[src/rtl/fib_mem_responder.sv]
// rtl/fib_mem_responder.sv - host job front-end exposing start flag and argument to a core as a 2-word memory
// The core polls word0 for the start pulse, reads word1 for n and writes its result back to end the job.
module fib_mem_responder #(
  parameter int DATA_WIDTH = 32,
  parameter int TIMEOUT    = 1000,
  parameter int CNT_WIDTH  = 16
) (
  input  logic                  clk,
  input  logic                  rst,
  input  logic                  req_valid,
  output logic                  req_ready,
  input  logic [DATA_WIDTH-1:0] req_arg,
  output logic                  rsp_valid,
  input  logic                  rsp_ready,
  output logic [DATA_WIDTH-1:0] rsp_result,
  output logic                  rsp_timeout,
  output logic [CNT_WIDTH-1:0]  rsp_cycles,
  input  logic [31:0]           mem_addr_i,
  input  logic                  mem_wen_i,
  input  logic [DATA_WIDTH-1:0] mem_wdata_i,
  output logic [DATA_WIDTH-1:0] mem_rdata_o
);

  localparam int TW = (TIMEOUT < 1) ? 1 : $clog2(TIMEOUT + 1);

  typedef enum logic [1:0] {IDLE, START, RUN, DONE} state_t;

  state_t                  state_q;
  logic                    word0_q;
  logic [DATA_WIDTH-1:0]   word1_q;
  logic [CNT_WIDTH-1:0]    cyc_q;
  logic [CNT_WIDTH-1:0]    cyc_d;
  logic [TW-1:0]           tmo_q;
  logic                    rsp_valid_q;
  logic [DATA_WIDTH-1:0]   rsp_result_q;
  logic                    rsp_timeout_q;
  logic [CNT_WIDTH-1:0]    rsp_cycles_q;

  // Latency counter sticks at all-ones rather than wrapping.
  assign cyc_d = (&cyc_q) ? cyc_q : cyc_q + CNT_WIDTH'(1);

  assign mem_rdata_o = (mem_addr_i == 32'd1) ? word1_q : {{(DATA_WIDTH-1){1'b0}}, word0_q};
  assign req_ready   = (state_q == IDLE);
  assign rsp_valid   = rsp_valid_q;
  assign rsp_result  = rsp_result_q;
  assign rsp_timeout = rsp_timeout_q;
  assign rsp_cycles  = rsp_cycles_q;

  always_ff @(posedge clk or posedge rst) begin
    if (rst) begin
      state_q       <= IDLE;
      word0_q       <= 1'b0;
      word1_q       <= '0;
      cyc_q         <= '0;
      tmo_q         <= '0;
      rsp_valid_q   <= 1'b0;
      rsp_result_q  <= '0;
      rsp_timeout_q <= 1'b0;
      rsp_cycles_q  <= '0;
    end else begin
      case (state_q)
        IDLE: begin
          if (req_valid) begin
            word1_q <= req_arg;
            word0_q <= 1'b1;
            cyc_q   <= CNT_WIDTH'(1);
            state_q <= START;
          end
        end
        START: begin
          word0_q <= 1'b0;
          cyc_q   <= cyc_d;
          tmo_q   <= TW'(TIMEOUT);
          if (mem_wen_i) begin
            rsp_result_q  <= mem_wdata_i;
            rsp_timeout_q <= 1'b0;
            rsp_cycles_q  <= cyc_q;
            rsp_valid_q   <= 1'b1;
            state_q       <= DONE;
          end else begin
            state_q <= RUN;
          end
        end
        RUN: begin
          cyc_q <= cyc_d;
          // A write on the final budget cycle still counts as a completion.
          if (mem_wen_i) begin
            rsp_result_q  <= mem_wdata_i;
            rsp_timeout_q <= 1'b0;
            rsp_cycles_q  <= cyc_q;
            rsp_valid_q   <= 1'b1;
            state_q       <= DONE;
          end else if (tmo_q == '0) begin
            rsp_result_q  <= '0;
            rsp_timeout_q <= 1'b1;
            rsp_cycles_q  <= cyc_q;
            rsp_valid_q   <= 1'b1;
            state_q       <= DONE;
          end else begin
            tmo_q <= tmo_q - TW'(1);
          end
        end
        DONE: begin
          if (rsp_ready) begin
            rsp_valid_q <= 1'b0;
            state_q     <= IDLE;
          end
        end
        default: state_q <= IDLE;
      endcase
    end
  end

endmodule

[config.mk]
export PLATFORM = sky130hd
export DESIGN_NAME = fib_mem_responder
export DESIGN_NICKNAME = d
export VERILOG_FILES = /design/src/rtl/fib_mem_responder.sv
export SDC_FILE = /design/constraint.sdc
export NUM_CORES = 1
export LEC_CHECK = 0
export ABC_AREA = 1
export BUFFER_PORTS_ARGS = -buffer_cell sky130_fd_sc_hd__buf_2
export CORE_AREA = 2 2 126 91
export DETAILED_ROUTE_END_ITERATION = 8
export DIE_AREA = 0 0 128 93
export GPL_ROUTABILITY_DRIVEN = 0
export PLACE_DENSITY = 0.79
export SYNTH_ARGS = -nofsm -noshare
export SYNTH_HDL_FRONTEND = slang
export SYNTH_SLANG_ARGS = --single-unit
[constraint.sdc]
create_clock -name clk -period 4.65 [get_ports clk]
set_input_delay 0.93 -clock clk [delete_from_list [all_inputs] [get_ports clk]]
set_output_delay 0.93 -clock clk [all_outputs]
set_load 0.03 [all_outputs]
==> results.md, run 1 <==
- CP Class: primary input to primary output
- Worst hold path class: flip-flop to flip-flop
- Area Overhead vs Synth: 24.1%
- Worst EP arrival: around 2600 ps
- Post-Syn Instances: 668
- Placeable Area: between 0.01 and 0.015 mm2
- Total power: roughly 3.8 mW
- Clock transition at the registers of the reported paths: ~70 ps
- Max Transition Viols Final: 0
- Final clock skew: roughly 9.6 ps
- Period minus WS final: 3540 ps
- Leak Pwr: about 3.6 nW
- Die H: around 93 um
- Inst Count DP: 962
- Unique masters post-synth: 29
- Post-Synth Adder-Cell Area: 0.0142
- TritonCTS clock tree: built
- Via Count: ~4800
- First-pass GRT wire length: 20.4 mm
- Antenna diodes: 0
- Synth Warn #: 0
- Post-CTS setup buffers: 0
- GRT overflow: 0
- Mux cell area share after synthesis: 0
- Synth Cell Area: 0.00528 mm2
- H-tree levels: 3
- Multi-input logic area: ~0.0021 mm2
- PwrDens: a little under 600 mW/mm2
- Post-Synth Simple-Gate Area: 0.297
- Max frequency: between 200 and 300 MHz
- Sequential share of the synthesized area: 0.527
- Layout fillers: between 900 and 1000
- Post-synthesis register bit count: approximately 110
- Syn Area/Cell: between 7 and 8 um2
- Fraction of layout cells with a size suffix above 1: 0.265
- Number of routed nets with antenna violations: 0
- Root buffer cell: clkbuf_16
- Post-synthesis xor/xnor area fraction: 0.0116
- Largest net degree at the start of global routing: 65
- IO Pins: ~180
- Final Hold Viols: 0
- Worst-path cell chain: buf_2 > nor2_1 > nand4_1 > nor2_1 > nand2_1 > nor2_1 > buf_2
- Synth Area in Compound Gates: 0.0738
- CP startpoint kind: primary input
- RSZ-0062 raised after global routing: false
- IO buf count: approximately 180
- Setup violations, final: 0
- CTS buffer count: 9
- Wire per inst: ~13 um
- Final nets: between 900 and 1000
- CTS Sinks: roughly 110
- Row count: 32
- CTS Buffer Depth: 2
- Skew-Pair Late Insertion Delay: between 300 and 400 ps
- Initial antenna violation count: 0
- Delay-heaviest family, CP: simple AND/OR/NAND/NOR gates
- Initial Util: 0.492
- Mapped Nets: between 700 and 800
- GR Util All Layers: 0.215
- Initial drt markers: 278
- DR vias/cell: 4.86
- Post-route non-filler standard cell count: between 900 and 1000
- WP data required: 3720 ps
- Final Cycle Share: 0.761
- Remaining DRCs: 0
- Crit. End Element: primary output
- Top cell by count, worst path: nor2_1
- Critical path's slowest cell: nand2_1
- Worst VDD drop: roughly 0.36 mV
- Maxcap violations: 0
- Storage cell area: 0.00278 mm2
- Post-CTS Resized: 0
- Vias in the first global route: roughly 4300
- Final wirelength: ~12 mm
- Relative slew slack: 0.279
- Dpl hpwl: between 9 and 10 mm
- Worst slew pin tran: roughly 1100 ps
- Crit Path Max Fanout: 32
- CP Buf/Inv Count: 2
- Largest family of logic cells by synthesized area: simple AND/OR/NAND/NOR gates
- Total negative slack: 0 ps
- Die area: between 0.01 and 0.015 mm2
- Status: finished clean
- Drt pass-1 iters: 5
- Chip width: 128 um
- CP max stage delay: around 600 ps
- Hold-fix buffers, CTS: 0
[area by class of cell]
cell class | instances | area share
clock buffer | 10 | 0.0350
inverter | 72 | 0.0420
tap | 136 | 0.0260
timing repair buffer | 185 | 0.142
sequential | 111 | 0.424
multi-input combinational | 458 | 0.320
clock inverter | 6 | 0.0111
[per-layer routing]
metal	vias up	part of all wire	wire (um)	GRT usage
li1	2445	-	-	-
met1	2141	0.47	5890	0.307
met2	155	0.45	5650	0.337
met3	13	0.064	799	0.0532
met4	0	0.012	146	0.0430
met5	-	0	0	0
[worst paths after layout]
path / start / endpoint / slack (ps) / cells past startpoint
max: mem_addr_i[3] / mem_rdata_o[8] / 1110 / 7
min reg2reg: rsp_result[6]$_DFFE_PP0P_ / rsp_result[6]$_DFFE_PP0P_ / 470 / 2
max reg2reg: state_q[0]$_DFFE_PP0P_ / rsp_cycles[6]$_DFFE_PP0P_ / 1750 / 8
min: rsp_result[6]$_DFFE_PP0P_ / rsp_result[6]$_DFFE_PP0P_ / 470 / 2
min in group asynchronous: rst / cyc_q[10]$_DFFE_PP0P_ / 550 / 2
max in group asynchronous: rst / rsp_result[9]$_DFFE_PP0P_ / 3190 / 3
[cell families after synthesis]
family	after synthesis
XOR/XNOR	7
flip-flops	111
buffers and inverters	99
AND/OR/NAND/NOR	373
adder cells (fa/ha/maj)	6
AO/OA/AOI/OAI	72
[power breakdown]
part	leakage [nW]	internal [mW]	switching, mW
Clock	0.144	0.426	0.348
Combinational	1.99	0.431	1.18
Sequential	1.42	1.29	0.164
Total	3.55	2.15	1.70
[worst reg2reg max path, cell delays in order (launching register included)]
cell,delay (ps)
dfrtp_1,440
inv_1,110
ha_1,240
inv_2,90
nand2_2,470
o21ai_0,180
inv_1,190
nand2_2,630
o21ai_0,450
[registers in the layout, indices dropped and copies added, names as in the netlist]
| register | count |
|---|---|
| rsp_result | 32 |
| word1_q | 32 |
| cyc_q | 16 |
| rsp_cycles | 16 |
| tmo_q | 10 |
| state_q | 2 |
| rsp_timeout | 1 |
| rsp_valid | 1 |
| word0_q | 1 |
[cells in the final DEF (no fill, tap or decap), drive strengths merged]
cell type	instances
clkinvlp	1
a22oi	1
dfrtp	111
o21ai	67
o22ai	2
nand3	73
nand2	195
nand3b	1
ha	6
buf	185
nand4	12
nor3	2
a21oi	1
bufinv	1
a311oi	1
or2	1
inv	76
xor2	7
nor2	89
clkbuf	10
[stage by stage]
stage	util	hold slack (ps)	worst slack, ps	instance area (um2)
after CTS	0.610	471	1130	6550
after global placement	0.582	450	1080	6250
after global routing	0.610	498	908	6550
after floorplan	-	449	789	5280
after detailed placement	0.582	453	1130	6250
final	0.610	466	1110	6550
[synth_stat cells (all sizes together)]
master / n / share of area
nand2: 195 / 0.14
dfrtp: 111 / 0.53
nor2: 89 / 0.065
nand3: 73 / 0.069
inv: 72 / 0.052
o21ai: 67 / 0.066
clkbuf: 15 / 0.011
buf: 12 / 0.014
nand4: 12 / 0.015
xor2: 7 / 0.012
ha: 6 / 0.014
nor3: 2 / 0.0019
o22ai: 2 / 0.0024
a21oi: 1 / 0.00095
a22oi: 1 / 0.0024
a311oi: 1 / 0.0017
nand3b: 1 / 0.0014
or2: 1 / 0.0012
Power figures use the tool's default switching activity.
==> run 2, diff against run 1 <==
--- a/config.mk
+++ b/config.mk
@@ -7,11 +7,11 @@
 export LEC_CHECK = 0
 export ABC_AREA = 1
 export BUFFER_PORTS_ARGS = -buffer_cell sky130_fd_sc_hd__buf_2
-export CORE_AREA = 2 2 126 91
+export CORE_AREA = 2 2 133 96
 export DETAILED_ROUTE_END_ITERATION = 8
-export DIE_AREA = 0 0 128 93
+export DIE_AREA = 0 0 135 98
 export GPL_ROUTABILITY_DRIVEN = 0
-export PLACE_DENSITY = 0.79
+export PLACE_DENSITY = 0.75
 export SYNTH_ARGS = -nofsm -noshare
 export SYNTH_HDL_FRONTEND = slang
 export SYNTH_SLANG_ARGS = --single-unit
==> constraint.sdc (replaced) <==
create_clock -name clk -period 3.1 [get_ports clk]
set_input_delay 0.62 -clock clk [delete_from_list [all_inputs] [get_ports clk]]
set_output_delay 0.62 -clock clk [all_outputs]
set_load 0.03 [all_outputs]
==> results.md, run 2 (synthesis gave the netlist of run 1 again) <==
- Placed cell area: 0.00633 mm2 (+1.4%)
- Drt pass-1 iters: 5 (unchanged)
- P_int: 3.21 mW (+49%)
- IO Pins: 184 (unchanged)
- CTS Buffer Depth: 2 (unchanged)
- Status: finished clean
- Total negative slack: 0 ps (unchanged)
- Sw Share: 0.448 (+0.00692)
- Placeable Area: 0.0121 mm2 (+13%)
- Skew-Pair Late Insertion Delay: 350 ps (about the same)
- Final instance area: 0.00663 mm2 (+1.3%)
- H-tree levels: 3 (unchanged)
- Worst slew pin tran: 853 ps (-224 ps)
- Seq pwr share: 0.374 (-0.005)
- CP Class: flip-flop to flip-flop
- Hold-fix buffers, CTS: 0 (unchanged)
- Final worst slack: 691 ps (-420 ps)
- Final Cycle Share: 0.777
- First-pass GRT wire length: 20.9 mm (+2.1%)
- Period minus WS final: 2410 ps
- Hold slack: 332 ps (-134 ps)
- PwrDens: 875 mW/mm2 (+49%)
- Worst EP arrival: 2660 ps (+50 ps)
- CTS Sinks: 111 (unchanged)
- Gate power share: 0.428 (+0.008)
- Maxcap violations: 0 (unchanged)
- Post-CTS setup buffers: 0 (unchanged)
- CP max stage delay: 570 ps (-30 ps)
- GRT overflow: 0 (unchanged)
- Antenna diodes: 0 (unchanged)
- Die area: 0.0132 mm2 (+11%)
- CTS buffer count: 9 (unchanged)
- Initial drt markers: 264 (-5.0%)
- Row count: 34 (+6.3%)
- Switching pwr: 2.60 mW (+53%)
- Post-CTS Resized: 0 (unchanged)
- Max frequency: a little over 400 MHz
- Largest net degree at the start of global routing: 65 (unchanged)
- Total power: 5.81 mW (+51%)
- Crit. End Element: flip-flop
- Chip width: 135 um (+5.5%)
- Max Transition Viols Final: 0 (unchanged)
- Top cell by count, worst path: inv_1
- Clock power frac: 0.198 (-0.003)
- CP startpoint kind: flip-flop
- Worst VDD drop: 0.487 mV (+36%)
- Most frequent cells in the layout: nand2_1 (189), buf_2 (183), dfrtp_1 (111), nor2_1 (85), nand3_1 (73)
- Via Count: 4779 (+0.53%)
- Crit Path Max Fanout: 18 (-44%)
- Worst hold path class: primary input to asynchronous set/reset pin
- Worst-path cell chain: inv_1 > ha_1 > inv_1 > a21oi_1 > nand2_4 > inv_4 > nand2_1 > nand2_1 > inv_1
- Post-route non-filler standard cell count: 1008 (+3.1%)
- Setup violations, final: 0 (unchanged)
- Vias in the first global route: 4389 (+1.7%)
- IO buf count: 183 (unchanged)
- Area Overhead vs Synth: 25.8%
- Critical path's slowest cell: ha_1
- Initial antenna violation count: 0 (unchanged)
- Worst slack, placed: 731 ps (-403 ps)
- Initial Util: 0.437 (-0.0550)
- Wire per inst: 12.4 um (-2.7%)
- Clock transition at the registers of the reported paths: 80 ps (about the same)
- Die H: 98 um (+5.4%)
- Delay-heaviest family, CP: buffers and inverters
- Final Hold Viols: 0 (unchanged)
- Most common cell after layout, fill and taps aside: nand2_1
- WP data required: 3350 ps (-370 ps)
- Dpl hpwl: 9.11 mm (-0.22%)
- GR Util All Layers: 0.195 (-0.0199)
- DR vias/cell: 4.74 (-2.5%)
- Final wirelength: 12.5 mm (+0.27%)
- Number of routed nets with antenna violations: 0 (unchanged)
- Final nets: 948 (+0.42%)
- Inst Count DP: 992 (+3.1%)
- Core Util, Final: 0.549 (-0.0611)
- Remaining DRCs: 0 (unchanged)
- Fraction of layout cells with a size suffix above 1: 0.270 (+0.00466)
- CP Buf/Inv Count: 4 (+2)
- Relative slew slack: 0.430 (+0.151)
- TritonCTS clock tree: built
- Root buffer cell: clkbuf_16
- Leak Pwr: 3.58 nW (+0.76%)
- Final clock skew: 5.32 ps (-4.30 ps)
- RSZ-0062 raised after global routing: false
run 2: cell types whose count changed in the layout (fill, tap and decap cells not counted):
| cell | before | now |
|---|---|---|
| clkbuf_1 | 1 | 0 |
| bufinv_16 | 1 | 0 |
| clkinv_4 | 0 | 1 |
| clkinv_8 | 0 | 1 |
| inv_8 | 0 | 2 |
| buf_4 | 2 | 4 |
| inv_6 | 4 | 3 |
| inv_4 | 2 | 1 |
| buf_12 | 0 | 2 |
run 2: final cells by class:
class	instances	area [um2]
well taps	162	203
inverters	72	277
repair buffers	189	986
multi-input cells	458	2090
clock inverters	7	73.8
flip-flops and latches	111	2780
fillers	1167	5450
clock buffers	9	225
run 2: worst paths after layout:
kind                       slack, ps  depth (start not counted)                          to                      start
hold / removal                   330                          2      word1_q[4]$_DFFE_PP0P_                        rst
hold reg to reg                  470                          2   rsp_result[2]$_DFFE_PP0P_  rsp_result[2]$_DFFE_PP0P_
setup / recovery                 690                          9       cyc_q[15]$_DFFE_PP0P_     state_q[0]$_DFFE_PP0P_
max in group asynchronous       2060                          3  rsp_cycles[10]$_DFFE_PP0P_                        rst
setup reg to reg                 690                          9       cyc_q[15]$_DFFE_PP0P_     state_q[0]$_DFFE_PP0P_
min in group clk                 470                          2   rsp_result[2]$_DFFE_PP0P_  rsp_result[2]$_DFFE_PP0P_
run 2: worst register-to-register path: stages (launching register included):
cell     delay [ps]
dfrtp_1         450
inv_1            90
ha_1            570
inv_1           270
a21oi_1         360
nand2_4         200
inv_4           200
nand2_1          80
nand2_1          70
inv_1            30
run 2: routing by layer:
layer  global-route usage  part of all wire  up-vias
met5                    0                 0        -
met4               0.0401            0.0076        0
met3               0.0524             0.081       10
met2                0.301              0.44      156
met1                0.278              0.47     2153
li1                     -                 -     2460
run 2: power by group through the flow:
stage / logic (mW) / clock network (mW) / registers, mW
2_1_floorplan: 1.49 / 0 / 2.55
4_1_cts: 2.52 / 1.19 / 2.17
6_report: 2.48 / 1.15 / 2.17
5_1_grt: 2.83 / 1.23 / 2.24
3_5_place_dp: 2.52 / 0 / 2.19
3_3_place_gp: 2.47 / 0 / 2.19
==> run 3, diff against run 2 <==
--- a/config.mk
+++ b/config.mk
@@ -7,11 +7,11 @@
 export LEC_CHECK = 0
 export ABC_AREA = 1
 export BUFFER_PORTS_ARGS = -buffer_cell sky130_fd_sc_hd__buf_2
-export CORE_AREA = 2 2 133 96
+export CORE_AREA = 2 2 126 91
 export DETAILED_ROUTE_END_ITERATION = 8
-export DIE_AREA = 0 0 135 98
+export DIE_AREA = 0 0 128 93
 export GPL_ROUTABILITY_DRIVEN = 0
-export PLACE_DENSITY = 0.75
+export PLACE_DENSITY = 0.79
 export SYNTH_ARGS = -nofsm -noshare
 export SYNTH_HDL_FRONTEND = slang
 export SYNTH_SLANG_ARGS = --single-unit
==> constraint.sdc (replaced) <==
create_clock -name clk -period 2.5 [get_ports clk]
set_input_delay 0.5 -clock clk [delete_from_list [all_inputs] [get_ports clk]]
set_output_delay 0.5 -clock clk [all_outputs]
set_load 0.03 [all_outputs]
==> results.md, run 3 (synthesis gave the netlist of run 1 again) <==
- Area Overhead vs Synth: 25.6% (about the same)
- Leak Pwr: 3.59 nW (+0.25%)
- GR Util All Layers: 0.210 (+0.0155)
- Worst EP arrival: 2340 ps (-320 ps)
- Max Transition Viols Final: 0 (unchanged)
- Hold-fix buffers, CTS: 0 (unchanged)
- Skew-Pair Late Insertion Delay: 350 ps (about the same)
- Initial antenna violation count: 0 (unchanged)
- Largest net degree at the start of global routing: 112 (+72%)
- Final instance area: 0.00663 mm2 (about the same)
- Setup violations, final: 0 (unchanged)
- GRT overflow: 0 (unchanged)
- Post-CTS Resized: 0 (unchanged)
- RSZ-0062 raised after global routing: false
- Final Cycle Share: 0.850 (+0.0732)
- Final wirelength: 12.5 mm (about the same)
- Worst hold path class: primary input to asynchronous set/reset pin
- Setup crit end: rsp_cycles[6]$_DFFE_PP0P_
- Relative slew slack: 0.608 (+0.178)
- CTS Buffer Depth: 2 (unchanged)
- CTS buffer count: 9 (unchanged)
- Chip width: 128 um (-5.2%)
- Seq pwr share: 0.369 (-0.005)
- Antenna diodes: 0 (unchanged)
- Critical path's slowest cell: dfrtp_1
- CTS Sinks: 111 (unchanged)
- P_int: 4.09 mW (+27%)
- IO Pins: 184 (unchanged)
- Hold slack: 309 ps (-22.1 ps)
- Final nets: 949 (+0.11%)
- Post-CTS setup buffers: 0 (unchanged)
- WP data required: 2720 ps (-630 ps)
- CP max stage delay: 440 ps (-130 ps)
- Crit path from: state_q[0]$_DFFE_PP0P_
- Gate power share: 0.431 (+0.003)
- IO buf count: 183 (unchanged)
- First-pass GRT wire length: 20.1 mm (-3.8%)
- Reg2reg start: state_q[0]$_DFFE_PP0P_
- CP startpoint kind: flip-flop
- TritonCTS clock tree: built
- Fraction of layout cells with a size suffix above 1: 0.270 (+0.000862)
- H-tree levels: 3 (unchanged)
- DR vias/cell: 4.89 (+3.2%)
- Top cell by count, worst path: nand2_2
- Placed cell area: 0.00632 mm2 (-0.20%)
- Crit Path Max Fanout: 61 (+43)
- Switching pwr: 3.22 mW (+24%)
- Crit. End Element: flip-flop
- Via Count: 4808 (+0.61%)
- Number of routed nets with antenna violations: 0 (unchanged)
- Clock transition at the registers of the reported paths: 80 ps (about the same)
- Worst slew pin tran: 587 ps (-266 ps)
- Total negative slack: 0 ps (unchanged)
- Initial drt markers: 325 (+23%)
- Row count: 32 (-5.9%)
- Status: finished clean
- Maxcap violations: 0 (unchanged)
- Core Util, Final: 0.618 (+0.0686)
- Drt pass-1 iters: 4 (-1)
- Sw Share: 0.440 (-0.00749)
- Initial Util: 0.492 (+0.0550)
- Root buffer cell: clkbuf_16
- Die H: 93 um (-5.1%)
- Flop-to-flop setup slack: 370 ps (-320 ps)
- FF-to-FF path depth: 8 (-1)
- Clock power frac: 0.200 (+0.002)
- Final Hold Viols: 0 (unchanged)
- Most frequent cells in the layout: nand2_1 (189), buf_2 (183), dfrtp_1 (111), nor2_1 (85), nand3_1 (73)
- CP Class: flip-flop to flip-flop
- Period minus WS final: 2130 ps (-283 ps)
- Final clock skew: 10.2 ps (+4.89 ps)
- Dpl hpwl: 8.99 mm (-1.3%)
- Wire per inst: 12.7 um (+2.5%)
- Remaining DRCs: 0 (unchanged)
- Most common cell after layout, fill and taps aside: nand2_1
- Worst VDD drop: 0.672 mV (+38%)
- Worst slack, placed: 395 ps (-336 ps)
- Crit Reg-Reg Endpoint: rsp_cycles[6]$_DFFE_PP0P_
- Max frequency: 470 MHz (+13%)
- Vias in the first global route: 4183 (-4.7%)
- Placeable Area: 0.0107 mm2 (-11%)
- Die area: 0.0119 mm2 (-10%)
- Final worst slack: 374 ps (-317 ps)
- PwrDens: 1100 mW/mm2 (+26%)
- Worst-path cell chain: inv_1 > ha_1 > inv_2 > nor2_1 > nand2_2 > nand2_2 > buf_12 > o21ai_0
[run 3: cell count changes in the layout (fill, tap and decap cells not counted)]
cell | previous run | this run
inv_6 | 3 | 1
clkinvlp_4 | 1 | 2
clkinv_4 | 1 | 2
buf_12 | 2 | 3
inv_8 | 2 | 1
bufinv_16 | 0 | 1
clkinv_2 | 0 | 1
clkinv_8 | 1 | 0
[run 3: routing by layer]
metal | vias up | track usage | share of wire
met5 | - | 0 | 0
met1 | 2168 | 0.299 | 0.48
li1 | 2466 | - | -
met2 | 158 | 0.330 | 0.45
met4 | 0 | 0.0458 | 0.012
met3 | 16 | 0.0532 | 0.065
[run 3: worst min path at each step]
| stage | start | slack [ps] | end |
|---|---|---|---|
| finish | rst | 310 | word1_q[0]$_DFFE_PP0P_ |
| global route | req_arg[20] | 350 | word1_q[20]$_DFFE_PP0P_ |
| CTS | rst | 350 | word1_q[11]$_DFFE_PP0P_ |
| detailed placement | rsp_result[18]$_DFFE_PP0P_ | 450 | rsp_result[18]$_DFFE_PP0P_ |
| global placement | rsp_result[2]$_DFFE_PP0P_ | 450 | rsp_result[2]$_DFFE_PP0P_ |
| floorplan | word1_q[0]$_DFFE_PP0P_ | 450 | word1_q[0]$_DFFE_PP0P_ |
[run 3: cell type report]
| class | count | area [um2] |
|---|---|---|
| fill | 938 | 4100 |
| inverter | 72 | 277 |
| clock inverter | 7 | 80.1 |
| sequential | 111 | 2780 |
| multi-input combinational | 458 | 2090 |
| timing repair buffer | 190 | 1010 |
| tap | 136 | 170 |
| clock buffer | 9 | 225 |
[run 3: stage by stage]
step / total power, mW / std cells
detailed placement: 5.88 / 967
global placement: 5.81 / 967
CTS: 7.37 / 983
global route: 7.86 / 983
finish: 7.30 / 983
floorplan: 5.01 / 668
[run 3: critical path: cells and delay by family (launching register included)]
kind,cells,cell delay (ps)
compound gates,1,140
fa+ha+maj,1,290
buf+inv,3,450
flops,1,440
simple gates,3,640
[run 3: power by group through the flow]
| stage | combinational [mW] | sequential [mW] | clock (mW) |
|---|---|---|---|
| after floorplan | 1.85 | 3.16 | 0 |
| after global placement | 3.10 | 2.71 | 0 |
| after CTS | 3.18 | 2.69 | 1.50 |
| after detailed placement | 3.16 | 2.72 | 0 |
| final | 3.15 | 2.70 | 1.46 |
| after global routing | 3.52 | 2.76 | 1.58 |
